## src/rtl/ipm2l_hsstlp_rst_pkg.sv

```systemverilog
// Shared types and helpers for the HSSTLP lane reset sequencers.
package ipm2l_hsstlp_rst_pkg;

    localparam int unsigned NUM_LANES = 4;

    typedef enum logic [2:0] {
        ST_IDLE     = 3'd0,
        ST_PMA_RST  = 3'd1,
        ST_WAIT_CDR = 3'd2,
        ST_PCS_RST  = 3'd3,
        ST_DONE     = 3'd4
    } lane_state_e;

    typedef struct packed {
        logic pma_rst;
        logic pcs_rst;
        logic done;
    } lane_out_t;

    // Width holding the largest cycle count plus headroom so nothing can wrap.
    function automatic int unsigned cnt_width(input int unsigned a, input int unsigned b,
                                              input int unsigned c, input int unsigned d);
        int unsigned m;
        m = a;
        if (b > m) m = b;
        if (c > m) m = c;
        if (d > m) m = d;
        return $clog2(m) + 1;
    endfunction

    // Moore output decode for a lane state.
    function automatic lane_out_t decode_state(input lane_state_e s);
        lane_out_t o;
        o.pma_rst = (s == ST_IDLE) || (s == ST_PMA_RST);
        o.pcs_rst = (s != ST_DONE);
        o.done    = (s == ST_DONE);
        return o;
    endfunction

endpackage

```

## src/rtl/ipm2l_hsstlp_rxlane_rst_fsm.sv

```systemverilog
// Single RX lane: status synchronisers plus PMA -> CDR -> PCS reset sequencer.
module ipm2l_hsstlp_rxlane_rst_fsm
    import ipm2l_hsstlp_rst_pkg::*;
#(
    parameter int unsigned PMA_RST_CYC     = 16,
    parameter int unsigned CDR_STABLE_CYC  = 64,
    parameter int unsigned CDR_TIMEOUT_CYC = 4096,
    parameter int unsigned PCS_RST_CYC     = 16
) (
    input  logic clk,
    input  logic rst,
    input  logic pll_lock,
    input  logic sigdet,
    input  logic cdr_align,
    input  logic force_rst,
    output logic pma_rst,
    output logic pcs_rst,
    output logic cdr_sync,
    output logic done,
    output logic cdr_timeout
);

    localparam int unsigned CW = cnt_width(PMA_RST_CYC, CDR_STABLE_CYC, CDR_TIMEOUT_CYC, PCS_RST_CYC);
    localparam int unsigned SW = $clog2(CDR_STABLE_CYC) + 1;

    logic        pll_m, pll_q, sig_m, sig_q, cdr_m, cdr_q;
    lane_state_e state, nxt;
    logic [CW-1:0] cnt, cnt_inc;
    logic [SW-1:0] stable, stable_inc;
    logic        restart_c;
    logic        timeout_c;
    lane_out_t   out_nxt;

    // Both counters saturate rather than wrap.
    assign cnt_inc    = (cnt == {CW{1'b1}}) ? cnt : cnt + CW'(1);
    assign stable_inc = (stable >= SW'(CDR_STABLE_CYC)) ? stable : stable + SW'(1);
    assign out_nxt    = decode_state(nxt);
    assign cdr_sync   = cdr_q;

    // Next-state: loss of lock/signal and force override the per-state progress.
    always_comb begin
        nxt       = state;
        restart_c = 1'b0;
        timeout_c = 1'b0;
        if (state == ST_IDLE) begin
            if (pll_q && sig_q && !force_rst) nxt = ST_PMA_RST;
        end else if (!pll_q || !sig_q) begin
            nxt = ST_IDLE;
        end else if (force_rst) begin
            nxt       = ST_PMA_RST;
            restart_c = 1'b1;
        end else begin
            case (state)
                ST_PMA_RST: begin
                    if (cnt_inc == CW'(PMA_RST_CYC)) nxt = ST_WAIT_CDR;
                end
                ST_WAIT_CDR: begin
                    if (cdr_q && (stable_inc >= SW'(CDR_STABLE_CYC))) begin
                        nxt = ST_PCS_RST;
                    end else if (cnt_inc == CW'(CDR_TIMEOUT_CYC)) begin
                        nxt       = ST_PMA_RST;
                        timeout_c = 1'b1;
                    end
                end
                ST_PCS_RST: begin
                    if (!cdr_q) nxt = ST_PMA_RST;
                    else if (cnt_inc == CW'(PCS_RST_CYC)) nxt = ST_DONE;
                end
                ST_DONE: begin
                    if (!cdr_q) nxt = ST_PMA_RST;
                end
                default: nxt = ST_IDLE;
            endcase
        end
    end

    always_ff @(posedge clk or posedge rst) begin
        if (rst) begin
            pll_m       <= 1'b0;
            pll_q       <= 1'b0;
            sig_m       <= 1'b0;
            sig_q       <= 1'b0;
            cdr_m       <= 1'b0;
            cdr_q       <= 1'b0;
            state       <= ST_IDLE;
            cnt         <= '0;
            stable      <= '0;
            pma_rst     <= 1'b1;
            pcs_rst     <= 1'b1;
            done        <= 1'b0;
            cdr_timeout <= 1'b0;
        end else begin
            pll_m       <= pll_lock;
            pll_q       <= pll_m;
            sig_m       <= sigdet;
            sig_q       <= sig_m;
            cdr_m       <= cdr_align;
            cdr_q       <= cdr_m;
            state       <= nxt;
            cnt         <= ((nxt != state) || restart_c) ? '0 : cnt_inc;
            stable      <= ((state == ST_WAIT_CDR) && (nxt == ST_WAIT_CDR) && cdr_q) ? stable_inc : '0;
            pma_rst     <= out_nxt.pma_rst;
            pcs_rst     <= out_nxt.pcs_rst;
            done        <= out_nxt.done;
            cdr_timeout <= timeout_c;
        end
    end

endmodule

```

## src/rtl/ipm2l_hsstlp_rxlane_rst_v1_3.sv

```systemverilog
// Four-lane HSSTLP RX reset sequencer; disabled lanes are tied off in IDLE.
module ipm2l_hsstlp_rxlane_rst_v1_3
    import ipm2l_hsstlp_rst_pkg::*;
#(
    parameter logic [3:0]  RX_LANE_EN      = 4'b1111,
    parameter int unsigned PMA_RST_CYC     = 16,
    parameter int unsigned CDR_STABLE_CYC  = 64,
    parameter int unsigned CDR_TIMEOUT_CYC = 4096,
    parameter int unsigned PCS_RST_CYC     = 16
) (
    input  logic       clk,
    input  logic       rst,
    input  logic       i_pll_lock,
    input  logic [3:0] i_sigdet,
    input  logic [3:0] i_cdr_align,
    input  logic [3:0] i_force_rxlane_rst,
    output logic [3:0] o_rxlane_pma_rst,
    output logic [3:0] o_rxlane_pcs_rst,
    output logic [3:0] o_cdr_align,
    output logic [3:0] o_rxlane_done,
    output logic [3:0] o_cdr_timeout
);

    for (genvar l = 0; l < NUM_LANES; l++) begin : g_lane
        if (RX_LANE_EN[l]) begin : g_on
            ipm2l_hsstlp_rxlane_rst_fsm #(
                .PMA_RST_CYC    (PMA_RST_CYC),
                .CDR_STABLE_CYC (CDR_STABLE_CYC),
                .CDR_TIMEOUT_CYC(CDR_TIMEOUT_CYC),
                .PCS_RST_CYC    (PCS_RST_CYC)
            ) u_fsm (
                .clk        (clk),
                .rst        (rst),
                .pll_lock   (i_pll_lock),
                .sigdet     (i_sigdet[l]),
                .cdr_align  (i_cdr_align[l]),
                .force_rst  (i_force_rxlane_rst[l]),
                .pma_rst    (o_rxlane_pma_rst[l]),
                .pcs_rst    (o_rxlane_pcs_rst[l]),
                .cdr_sync   (o_cdr_align[l]),
                .done       (o_rxlane_done[l]),
                .cdr_timeout(o_cdr_timeout[l])
            );
        end else begin : g_off
            logic lane_unused;
            assign lane_unused         = ^{i_sigdet[l], i_cdr_align[l], i_force_rxlane_rst[l]};
            assign o_rxlane_pma_rst[l] = 1'b1;
            assign o_rxlane_pcs_rst[l] = 1'b1;
            assign o_cdr_align[l]      = 1'b0;
            assign o_rxlane_done[l]    = 1'b0;
            assign o_cdr_timeout[l]    = 1'b0;
        end
    end

endmodule

```

## config.mk

```make
export PLATFORM = sky130hd
export DESIGN_NAME = ipm2l_hsstlp_rxlane_rst_v1_3
export DESIGN_NICKNAME = d
export VERILOG_FILES = /design/src/rtl/ipm2l_hsstlp_rst_pkg.sv /design/src/rtl/ipm2l_hsstlp_rxlane_rst_fsm.sv /design/src/rtl/ipm2l_hsstlp_rxlane_rst_v1_3.sv
export SDC_FILE = /design/constraint.sdc
export NUM_CORES = 1
export LEC_CHECK = 0
export CAP_MARGIN = 10
export CORE_MARGIN = 2
export CORE_UTILIZATION = 60
export CTS_BUF_LIST = sky130_fd_sc_hd__clkbuf_16
export DETAILED_ROUTE_END_ITERATION = 7
export GPL_TIMING_DRIVEN = 0
export HOLD_SLACK_MARGIN = 0.05
export PLACE_DENSITY = 0.79
export SLEW_MARGIN = 30
export SYNTH_ARGS = -nofsm -noshare
export SYNTH_HDL_FRONTEND = slang
export SYNTH_HIERARCHICAL = 1
export SYNTH_SLANG_ARGS = --single-unit
```

## constraint.sdc

```tcl
create_clock -name clk -period 3.66 [get_ports clk]
set_input_delay 0.549 -clock clk [delete_from_list [all_inputs] [get_ports clk]]
set_output_delay 0.549 -clock clk [all_outputs]
set_load 0.01 [all_outputs]
```

### Word level (Yosys, flattened, before mapping)

Index checks and enable logic that the tools add are counted.

| storage, ports and cells | value |
|---|---|
| bits in registers | 126 |
| input port bits | 15 |
| output and inout port bits | 20 |

| operators by class | value |
|---|---|
| add/sub/neg operators | 8 |
| magnitude comparators | 8 |
| eq/ne operators | 48 |
| mux-type cells | 96 |
| reduce and logical (&&, ||, !) cells | 49 |

Operators by type and width:

| cell | count |
|---|---|
| $mux W3 | 40 |
| $eq A13 B13 Y1 const B | 8 |
| $mux W13 | 8 |
| $ge A7 B7 Y1 const B | 8 |
| $mux W7 | 8 |
| $add A13 B1 Y13 const B | 4 |
| $eq A13 B5 Y1 const B | 4 |
| $pmux W3 S4 | 4 |
| $eq A3 B2 Y1 const B | 12 |
| $mux W1 | 36 |
| $add A7 B1 Y7 const B | 4 |
| $eq A3 B1 Y1 const B | 8 |
| $eq A3 B3 Y1 const B | 8 |
| $logic_not A3 Y1 | 8 |
| $logic_and A1 B1 Y1 | 20 |
| $logic_or A1 B1 Y1 | 12 |
| $ne A3 B3 Y1 | 4 |
| $ne A3 B3 Y1 const B | 4 |
| $logic_not A1 Y1 | 9 |

### Depth between registers and ports, before layout

Gate-level depths: netlist of the first run.

| depth | value |
|---|---|
| depth after elaboration | 13 |
| depth in mapped cells | 10 |
| mapped depth without buffers | 8 |

### Cells and area by module

Netlist of the first run, hierarchy kept.

Modules (own cells, without submodules):

| module | instances | cells each | area an instance (µm²) |
|---|---|---|---|
| ipm2l_hsstlp_rxlane_rst_fsm at g_lane[0].g_on.u_fsm ... | 3 | 214 | 2,006.9 |
| ipm2l_hsstlp_rxlane_rst_fsm at g_lane[3].g_on.u_fsm | 1 | 221 | 2,042.0 |

### Worst setup path before layout of the first run

OpenSTA, ideal clock, no wires.

| timing path | value |
|---|---|
| path kind | register -> register |
| from | register g_lane[0].g_on.u_fsm.cnt[1] |
| to | register g_lane[0].g_on.u_fsm.cnt[7] |
| setup time | 0.120 ns |
| arrival | 2.538 ns |
| slack | 1.002 ns |
| cell stages (with the launch flop) | 10 |
| buffers on the path | 1 |
| path through | dfrtp_1 -> ha_1 -> and2_0 -> a41oi_1 -> or3_1 -> nor4b_1 -> a21oi_1 -> o31ai_2 -> buf_4 -> nor2_1 |

| on the way | value |
|---|---|
| longest elaborated chain between the ends | 12 |

Ends and longest elaborated chain:

| item | line | source |
|---|---|---|
| from (decl) | ipm2l_hsstlp_rxlane_rst_fsm.sv:28 | `logic [CW-1:0] cnt, cnt_inc;` |
| from (signal assigned) | ipm2l_hsstlp_rxlane_rst_fsm.sv:100 | `cnt <= ((nxt != state) \|\| restart_c) ? '0 : cnt_inc;` |
| $add A13 B1 Y13 / $eq A13 B13 Y1 (equally long branches) | ipm2l_hsstlp_rxlane_rst_fsm.sv:35 | `assign cnt_inc = (cnt == {CW{1'b1}}) ? cnt : cnt + CW'(1);` |
| $mux W13 * | ipm2l_hsstlp_rxlane_rst_fsm.sv:35 |  |
| $eq A13 B5 Y1 / $eq A13 B13 Y1 (equally long branches) | ipm2l_hsstlp_rxlane_rst_fsm.sv:55, ipm2l_hsstlp_rxlane_rst_fsm.sv:67, ipm2l_hsstlp_rxlane_rst_fsm.sv:60 |  |
| $mux W3 (on tied branches) | ipm2l_hsstlp_rxlane_rst_fsm.sv:67, ipm2l_hsstlp_rxlane_rst_fsm.sv:60 |  |
| $mux W3 (on tied branches) | ipm2l_hsstlp_rxlane_rst_fsm.sv:66, ipm2l_hsstlp_rxlane_rst_fsm.sv:58 |  |
| $pmux W3 S4 | ipm2l_hsstlp_rxlane_rst_fsm.sv:53 | `case (state)` |
| $mux W3 | ipm2l_hsstlp_rxlane_rst_fsm.sv:49 | `end else if (force_rst) begin` |
| $mux W3 | ipm2l_hsstlp_rxlane_rst_fsm.sv:47 | `end else if (!pll_q \|\| !sig_q) begin` |
| $mux W3 | ipm2l_hsstlp_rxlane_rst_fsm.sv:45 | `if (state == ST_IDLE) begin` |
| $ne A3 B3 Y1 | ipm2l_hsstlp_rxlane_rst_fsm.sv:100 |  |
| $logic_or A1 B1 Y1 | ipm2l_hsstlp_rxlane_rst_fsm.sv:100 |  |
| $mux W13 * | ipm2l_hsstlp_rxlane_rst_fsm.sv:100 |  |

Every way passes the cells marked *; elsewhere a longest branch is shown, timed or not.

### Worst setup path in the final report of the first run

| timing path | value |
|---|---|
| from | register g_lane[1].g_on.u_fsm.cnt[1] |
| to | register g_lane[1].g_on.u_fsm.cnt[9] |

| on the way | value |
|---|---|
| longest elaborated chain between the ends | 12 |

Ends and longest elaborated chain:

| item | line |
|---|---|
| from (decl) | ipm2l_hsstlp_rxlane_rst_fsm.sv:28 |
| from (signal assigned) | ipm2l_hsstlp_rxlane_rst_fsm.sv:100 |
| $add A13 B1 Y13 / $eq A13 B13 Y1 (equally long branches) | ipm2l_hsstlp_rxlane_rst_fsm.sv:35 |
| $mux W13 * | ipm2l_hsstlp_rxlane_rst_fsm.sv:35 |
| $eq A13 B5 Y1 / $eq A13 B13 Y1 (equally long branches) | ipm2l_hsstlp_rxlane_rst_fsm.sv:55, ipm2l_hsstlp_rxlane_rst_fsm.sv:67, ipm2l_hsstlp_rxlane_rst_fsm.sv:60 |
| $mux W3 (on tied branches) | ipm2l_hsstlp_rxlane_rst_fsm.sv:67, ipm2l_hsstlp_rxlane_rst_fsm.sv:60 |
| $mux W3 (on tied branches) | ipm2l_hsstlp_rxlane_rst_fsm.sv:66, ipm2l_hsstlp_rxlane_rst_fsm.sv:58 |
| $pmux W3 S4 | ipm2l_hsstlp_rxlane_rst_fsm.sv:53 |
| $mux W3 | ipm2l_hsstlp_rxlane_rst_fsm.sv:49 |
| $mux W3 | ipm2l_hsstlp_rxlane_rst_fsm.sv:47 |
| $mux W3 | ipm2l_hsstlp_rxlane_rst_fsm.sv:45 |
| $ne A3 B3 Y1 | ipm2l_hsstlp_rxlane_rst_fsm.sv:100 |
| $logic_or A1 B1 Y1 | ipm2l_hsstlp_rxlane_rst_fsm.sv:100 |
| $mux W13 * | ipm2l_hsstlp_rxlane_rst_fsm.sv:100 |

Marks and branches as above.

==> qor.yml, run 1 <==
synthCells: 863
max_stage_delay_ns: 0.62
worstPathMaxFanout: 10
slew_viol_final: 0
post_dp_cell_area_um2: 8620
grt_usage_pct: 26.1
synth_ff_type: "dfrtp_1"
cp-start-kind: "flip-flop"
cts_sinks: 132
synth_enable_flop_cells: 0
cts.repair.resized: 0
firstDrtPassIters: 5
whs_ns: 0.347
wl_per_cell_um: 16.1
die_area_um2: 14400
start_util_pct: 61.1
viasPerCell: 6.32
rsz0062_at_grt: "false"
ys_types: 76
period_minus_slack_ns: 3.34
dp_hpwl_mm: 12.3
io_pins: 35
drt_wl_total_mm: 17.8
fin_tns_setup_ns: 0
ys_ff_latch: 132
die_x_um: 120
ant_nets: 0
status: "finished, final reports clean"
cts_setup_buffers: 0
end_kind: "flip-flop"
hold_viol_final: 0
r2r_slack_ns: 0.32
required_ns: 3.96
grt_pass1_vias: 6587
drive_above_1_share_pct: 13.6
final_net_count: 943
crit_slowest_cell: "nor4b_1"
worstMarginPinSlew_ns: 0.690
place.gp.congestion: 0.921
min_period_over_period_pct: 91.2
whs_path_depth: 0
hold_class: "flip-flop to flip-flop"
grt_max_degree: 34
min_delay_worst_endpoint: "g_lane[3].g_on.u_fsm/cdr_sync"
r2r_cells: 9
final_cell_mix: "dfrtp_1 (124), nor2_1 (82), nand2_1 (60), nand3_1 (47), a21oi_1 (38)"
async_flop_share_pct: 100
drc_errors: 0
path_cells: "ha_1 -> and2_0 -> a41oi_1 -> or3_1 -> nor4b_1 -> a21oi_1 -> o31ai_2 -> buf_4 -> nor2_1"
cts_buffers: 17
layout_commonest_cell: "dfrtp_1"
slew_headroom_pct: 53.9
syn_area_um2: 8060
port_buffers: 34
grt_pass1_wl_mm: 30.4
timing.max_cap.violations: 0
syn_nets: 890
vdd_drop_max_mv: 0.358
cts_buffer_depth: 2
drt_iter0_markers: 694
insertion_delay_ns: 0.42
yosys_warnings: 6
crit_arrival_ns: 3.64
postLayoutCellArea_um2: 9240
areaGrowthSynthToFinish_pct: 14.6
path_buf_inv: 1
fmax_ghz: 0.299
cts_tree: "yes"
num_vias: 6983
h-tree-depth: 4
n_antenna_cell: 0
nFillCells: 980
fin_skew_ns: 0.00771
powerDensity_nw_per_um2: 447
avgSynthCellArea_um2: 9.34
critical_path_class: "flip-flop to flip-flop"
antenna_found_initial: 0
setup_viol: 0
fin_util_pct: 70.0
cts-root-buf: "clkbuf_16"
die_y_um: 120
cp.depth: 9
cp_top_family: "simple AND/OR/NAND/NOR gates"
hold_buffers: 0
r2r_start: "g_lane[1].g_on.u_fsm/cnt[1]"
rows: 42
p_leak_nw: 3.60
r2r_end: "g_lane[1].g_on.u_fsm/cnt[9]"
overflow: 0
clk_pin_slew_worst_paths_ns: 0.06
min_from: "g_lane[3].g_on.u_fsm/cdr_m"
core_area_um2: 13200
yosysSeqAreaShare_pct: 41.1
[flip-flops by register name, summed over array words and instances (netlist names)]
| name | flops |
|---|---|
| g_lane.g_on.u_fsm/pma_rst | 4 |
| g_lane.g_on.u_fsm/pcs_rst | 4 |
| g_lane.g_on.u_fsm/done | 4 |
| g_lane.g_on.u_fsm/cdr_timeout | 4 |
| g_lane.g_on.u_fsm/stable | 28 |
| g_lane.g_on.u_fsm/state | 12 |
| g_lane.g_on.u_fsm/cdr_m | 4 |
| g_lane.g_on.u_fsm/cdr_sync | 4 |
| g_lane.g_on.u_fsm/sig_m | 4 |
| g_lane.g_on.u_fsm/sig_q | 4 |
| g_lane.g_on.u_fsm/cnt | 52 |
| g_lane.g_on.u_fsm/pll_q | 4 |
| g_lane.g_on.u_fsm/pll_m | 4 |
[report_power, final]
part           leakage (nW)  internal (mW)  switching, mW  total (mW)
clock                 0.293           1.13          0.638        1.77
combinational          1.57          0.257          0.468       0.725
sequential             1.73           1.54         0.0923        1.63
[synth_stat cells (7+ instances only)]
cell	number	area share, %
and3_1	16	1.2
nand3b_1	7	0.65
nor2b_1	7	0.54
inv_1	32	1.5
a21oi_1	38	2.4
a31oi_1	13	1.0
a311oi_1	15	1.6
mux2i_1	19	2.4
nor4_1	13	1.0
and2_1	9	0.70
dfstp_2	8	2.6
and4_1	9	0.98
o21ai_0	32	2.0
buf_4	9	0.84
xnor2_1	34	3.7
nor3_1	35	2.2
a211oi_1	11	1.0
nand2_1	60	2.8
or3_1	15	1.2
ha_1	12	1.9
a2111oi_0	7	0.76
nand3_1	47	2.9
xor2_1	10	1.1
nor2_1	82	3.8
dfrtp_1	124	38
nand2b_1	9	0.70
a21o_1	7	0.65
clkbuf_1	28	1.3
buf_2	8	0.50
nand4_1	23	1.8
[metal layers]
metal / wire (um) / track usage [%]
met1: 7560 / 33.2
met4: 365 / 9.26
met2: 8910 / 43.0
met3: 944 / 6.75
met5: 0 / 0
[cells by family after synthesis]
logic type | count (synthesis) | synth area share [%]
AOI/OAI and AO/OA | 185 | 17.3
buffers and inverters | 78 | 4.27
xor gates and xnor gates | 44 | 4.78
and+or+nand+nor | 388 | 28.0
other | 4 | 0.186
muxes | 20 | 2.50
DFF | 132 | 41.1
adders and majority gates | 12 | 1.86
[cell type report]
type | count | area [um^2] | area share [%]
multi-input combinational | 653 | 4410 | 47.7
sequential | 132 | 3310 | 35.9
clock buffer | 17 | 425 | 4.61
timing repair buffer | 34 | 340 | 3.68
buffer | 46 | 224 | 2.42
tap | 176 | 220 | 2.38
clock inverter | 15 | 189 | 2.05
inverter | 32 | 120 | 1.30
[metrics by stage]
step                      power [mW]  worst slack [ns]  std cells
final                           4.13             0.321       1105
after global routing            4.31             0.125       1105
after CTS                       4.14             0.407       1105
after detailed placement        2.36             0.441       1073
after global placement          2.33             0.492       1073
after floorplan                 2.18              1.00        863
[worst max-delay path by stage]
stage | endpoint | slack, ns | start
6_report | g_lane[1].g_on.u_fsm/cnt[9] | 0.32 | g_lane[1].g_on.u_fsm/cnt[1]
2_1_floorplan | g_lane[0].g_on.u_fsm/cnt[7] | 1.00 | g_lane[0].g_on.u_fsm/cnt[1]
5_1_grt | g_lane[1].g_on.u_fsm/cnt[7] | 0.13 | g_lane[1].g_on.u_fsm/cnt[1]
3_5_place_dp | g_lane[1].g_on.u_fsm/cnt[9] | 0.44 | g_lane[1].g_on.u_fsm/cnt[1]
4_1_cts | g_lane[1].g_on.u_fsm/cnt[9] | 0.41 | g_lane[1].g_on.u_fsm/cnt[1]
3_3_place_gp | g_lane[1].g_on.u_fsm/cnt[12] | 0.49 | g_lane[1].g_on.u_fsm/cnt[1]
Power figures use the tool's default switching activity.
==> run 2, diff against run 1 <==
--- a/config.mk
+++ b/config.mk
@@ -7,12 +7,12 @@
 export LEC_CHECK = 0
 export CAP_MARGIN = 10
 export CORE_MARGIN = 2
-export CORE_UTILIZATION = 60
+export CORE_UTILIZATION = 56
 export CTS_BUF_LIST = sky130_fd_sc_hd__clkbuf_16
 export DETAILED_ROUTE_END_ITERATION = 7
 export GPL_TIMING_DRIVEN = 0
 export HOLD_SLACK_MARGIN = 0.05
-export PLACE_DENSITY = 0.79
+export PLACE_DENSITY = 0.77
 export SLEW_MARGIN = 30
 export SYNTH_ARGS = -nofsm -noshare
 export SYNTH_HDL_FRONTEND = slang
==> constraint.sdc (replaced) <==
create_clock -name clk -period 3 [get_ports clk]
set_input_delay 0.45 -clock clk [delete_from_list [all_inputs] [get_ports clk]]
set_output_delay 0.45 -clock clk [all_outputs]
set_load 0.01 [all_outputs]
==> run 2 against run 1 <==
Net effect: wire length decreased by 0.22%; via count is 2.9% lower; combinational power is 21% higher; clock power grew 23%; largest power group unchanged; critical endpoint is now g_lane[1].g_on.u_fsm/stable[3].
==> qor.yml, run 2 (synthesis results as in run 1) <==
status: "finished, final reports clean"
hold_class: "flip-flop to flip-flop"
max_stage_delay_ns: 0.55
drt_iter0_markers: 523
crit_arrival_ns: 3.19
drt_wl_total_mm: 17.7
ant_nets: 0
die_area_um2: 15400
insertion_delay_ns: 0.43
place.gp.congestion: 0.916
fin_skew_ns: 0.00998
worstPathMaxFanout: 8
die_x_um: 124
num_vias: 6782
critPathLaunch: "g_lane[1].g_on.u_fsm/cnt[6]"
rows: 43
final_cell_mix: "dfrtp_1 (119), nor2_1 (82), nand2_1 (60), nand3_1 (45), a21oi_1 (38)"
fmax_ghz: 0.349
cp_top_family: "simple AND/OR/NAND/NOR gates"
required_ns: 3.33
vdd_drop_max_mv: 0.534
worstMarginPinSlew_ns: 0.711
cts_buffer_depth: 2
dp_hpwl_mm: 11.8
cp-start-kind: "flip-flop"
crit_slowest_cell: "or4_4"
grt_max_degree: 34
powerDensity_nw_per_um2: 542
postLayoutCellArea_um2: 9460
layout.cells.non_filler: 1114
drc_errors: 0
timing.max_cap.violations: 0
critical_path_class: "flip-flop to flip-flop"
cts-root-buf: "clkbuf_16"
slew_headroom_pct: 52.5
cts_tree: "yes"
period_minus_slack_ns: 2.86
whs_ns: 0.345
seq_area_um2: 3320
n_antenna_cell: 0
p_leak_nw: 3.67
overflow: 0
die_y_um: 124
port_buffers: 34
slew_viol_final: 0
fin_util_pct: 67.6
wl_per_cell_um: 15.9
antenna_found_initial: 0
cts_buffers: 17
post_dp_cell_area_um2: 8630
r2r_start: "g_lane[1].g_on.u_fsm/cnt[6]"
viasPerCell: 6.09
firstDrtPassIters: 5
grt_pass1_vias: 6188
areaGrowthSynthToFinish_pct: 17.3
min_from: "g_lane[1].g_on.u_fsm/sig_m"
end_kind: "flip-flop"
nFillCells: 1118
path_cells: "nand4_4 -> nor4_4 -> mux2i_1 -> or4_4 -> o31ai_4 -> a31oi_4 -> nor4b_2"
drive_above_1_share_pct: 17.1
cts_sinks: 132
final_net_count: 948
setup_viol: 0
reg_top3: "g_lane.g_on.u_fsm/cnt x52, g_lane.g_on.u_fsm/stable x28, g_lane.g_on.u_fsm/state x12"
layout_commonest_cell: "dfrtp_1"
start_util_pct: 57.6
h-tree-depth: 4
clk_pin_slew_worst_paths_ns: 0.06
regMostFlops: "g_lane.g_on.u_fsm/cnt"
core_area_um2: 14000
path_buf_inv: 0
largest_register_ffs: 52
hold_viol_final: 0
io_pins: 35
multi_input_area_um2: 4550
min_period_over_period_pct: 95.4
dp.cells: 1077
grt_usage_pct: 24.2
grt_pass1_wl_mm: 29.3
[run 2: changes by cell type in the layout (fill, tap and decap cells not counted), sizes merged]
cell      change
inv           -2
clkbuf        -6
clkinv        +1
buf          +11
clkinvlp      +1
[run 2: through the flow]
step                      setup slack, ns  setup TNS, ns  total power [mW]
after floorplan                     0.342              0              2.66
after global placement             -0.214          -5.53              2.86
after detailed placement           -0.229          -5.76              2.87
after CTS                         0.00863              0              5.11
after global routing              -0.0192        -0.0387              5.37
final                               0.137              0              5.12
[run 2: layout make-up]
| class | instances | area share, % |
|---|---|---|
| clock buffer | 17 | 4.50 |
| tap | 180 | 2.38 |
| inverter | 32 | 1.27 |
| timing repair buffer | 45 | 4.47 |
| buffer | 40 | 2.13 |
| clock inverter | 15 | 2.00 |
| multi-input combinational | 653 | 48.2 |
| sequential | 132 | 35.1 |
[run 2: timing repair]
item / CTS / global route
endpoints found under the setup margin: 42 / 63
cloned: 0 / 0
hold endpoints to repair: 0 / 0
hold buffers: 0 / 0
gates resized for setup: 12 / 20
setup buffers: 1 / 10
pin swaps: 1 / 4
[run 2: report_power, final]
group / switching, mW / internal [mW]
Sequential: 0.182 / 1.89
Clock: 0.799 / 1.38
Combinational: 0.523 / 0.356
[run 2: final timing paths]
kind,slack [ns],to,cells past startpoint
setup / recovery,0.14,g_lane[1].g_on.u_fsm/stable[3],7
setup reg to reg,0.14,g_lane[1].g_on.u_fsm/stable[3],7
hold / removal,0.35,g_lane[1].g_on.u_fsm/sig_q,0
min in group asynchronous,0.63,g_lane[3].g_on.u_fsm/cnt[9],2
hold reg to reg,0.35,g_lane[1].g_on.u_fsm/sig_q,0
max in group asynchronous,1.85,g_lane[1].g_on.u_fsm/cnt[1],2
[run 2: metal layers]
layer / up-vias / wire length, um / track usage [%]
met5: - / 0 / 0
met4: 0 / 202 / 7.30
met3: 18 / 657 / 4.95
met2: 153 / 8490 / 37.9
met1: 3315 / 8400 / 34.0
li1: 3296 / - / -
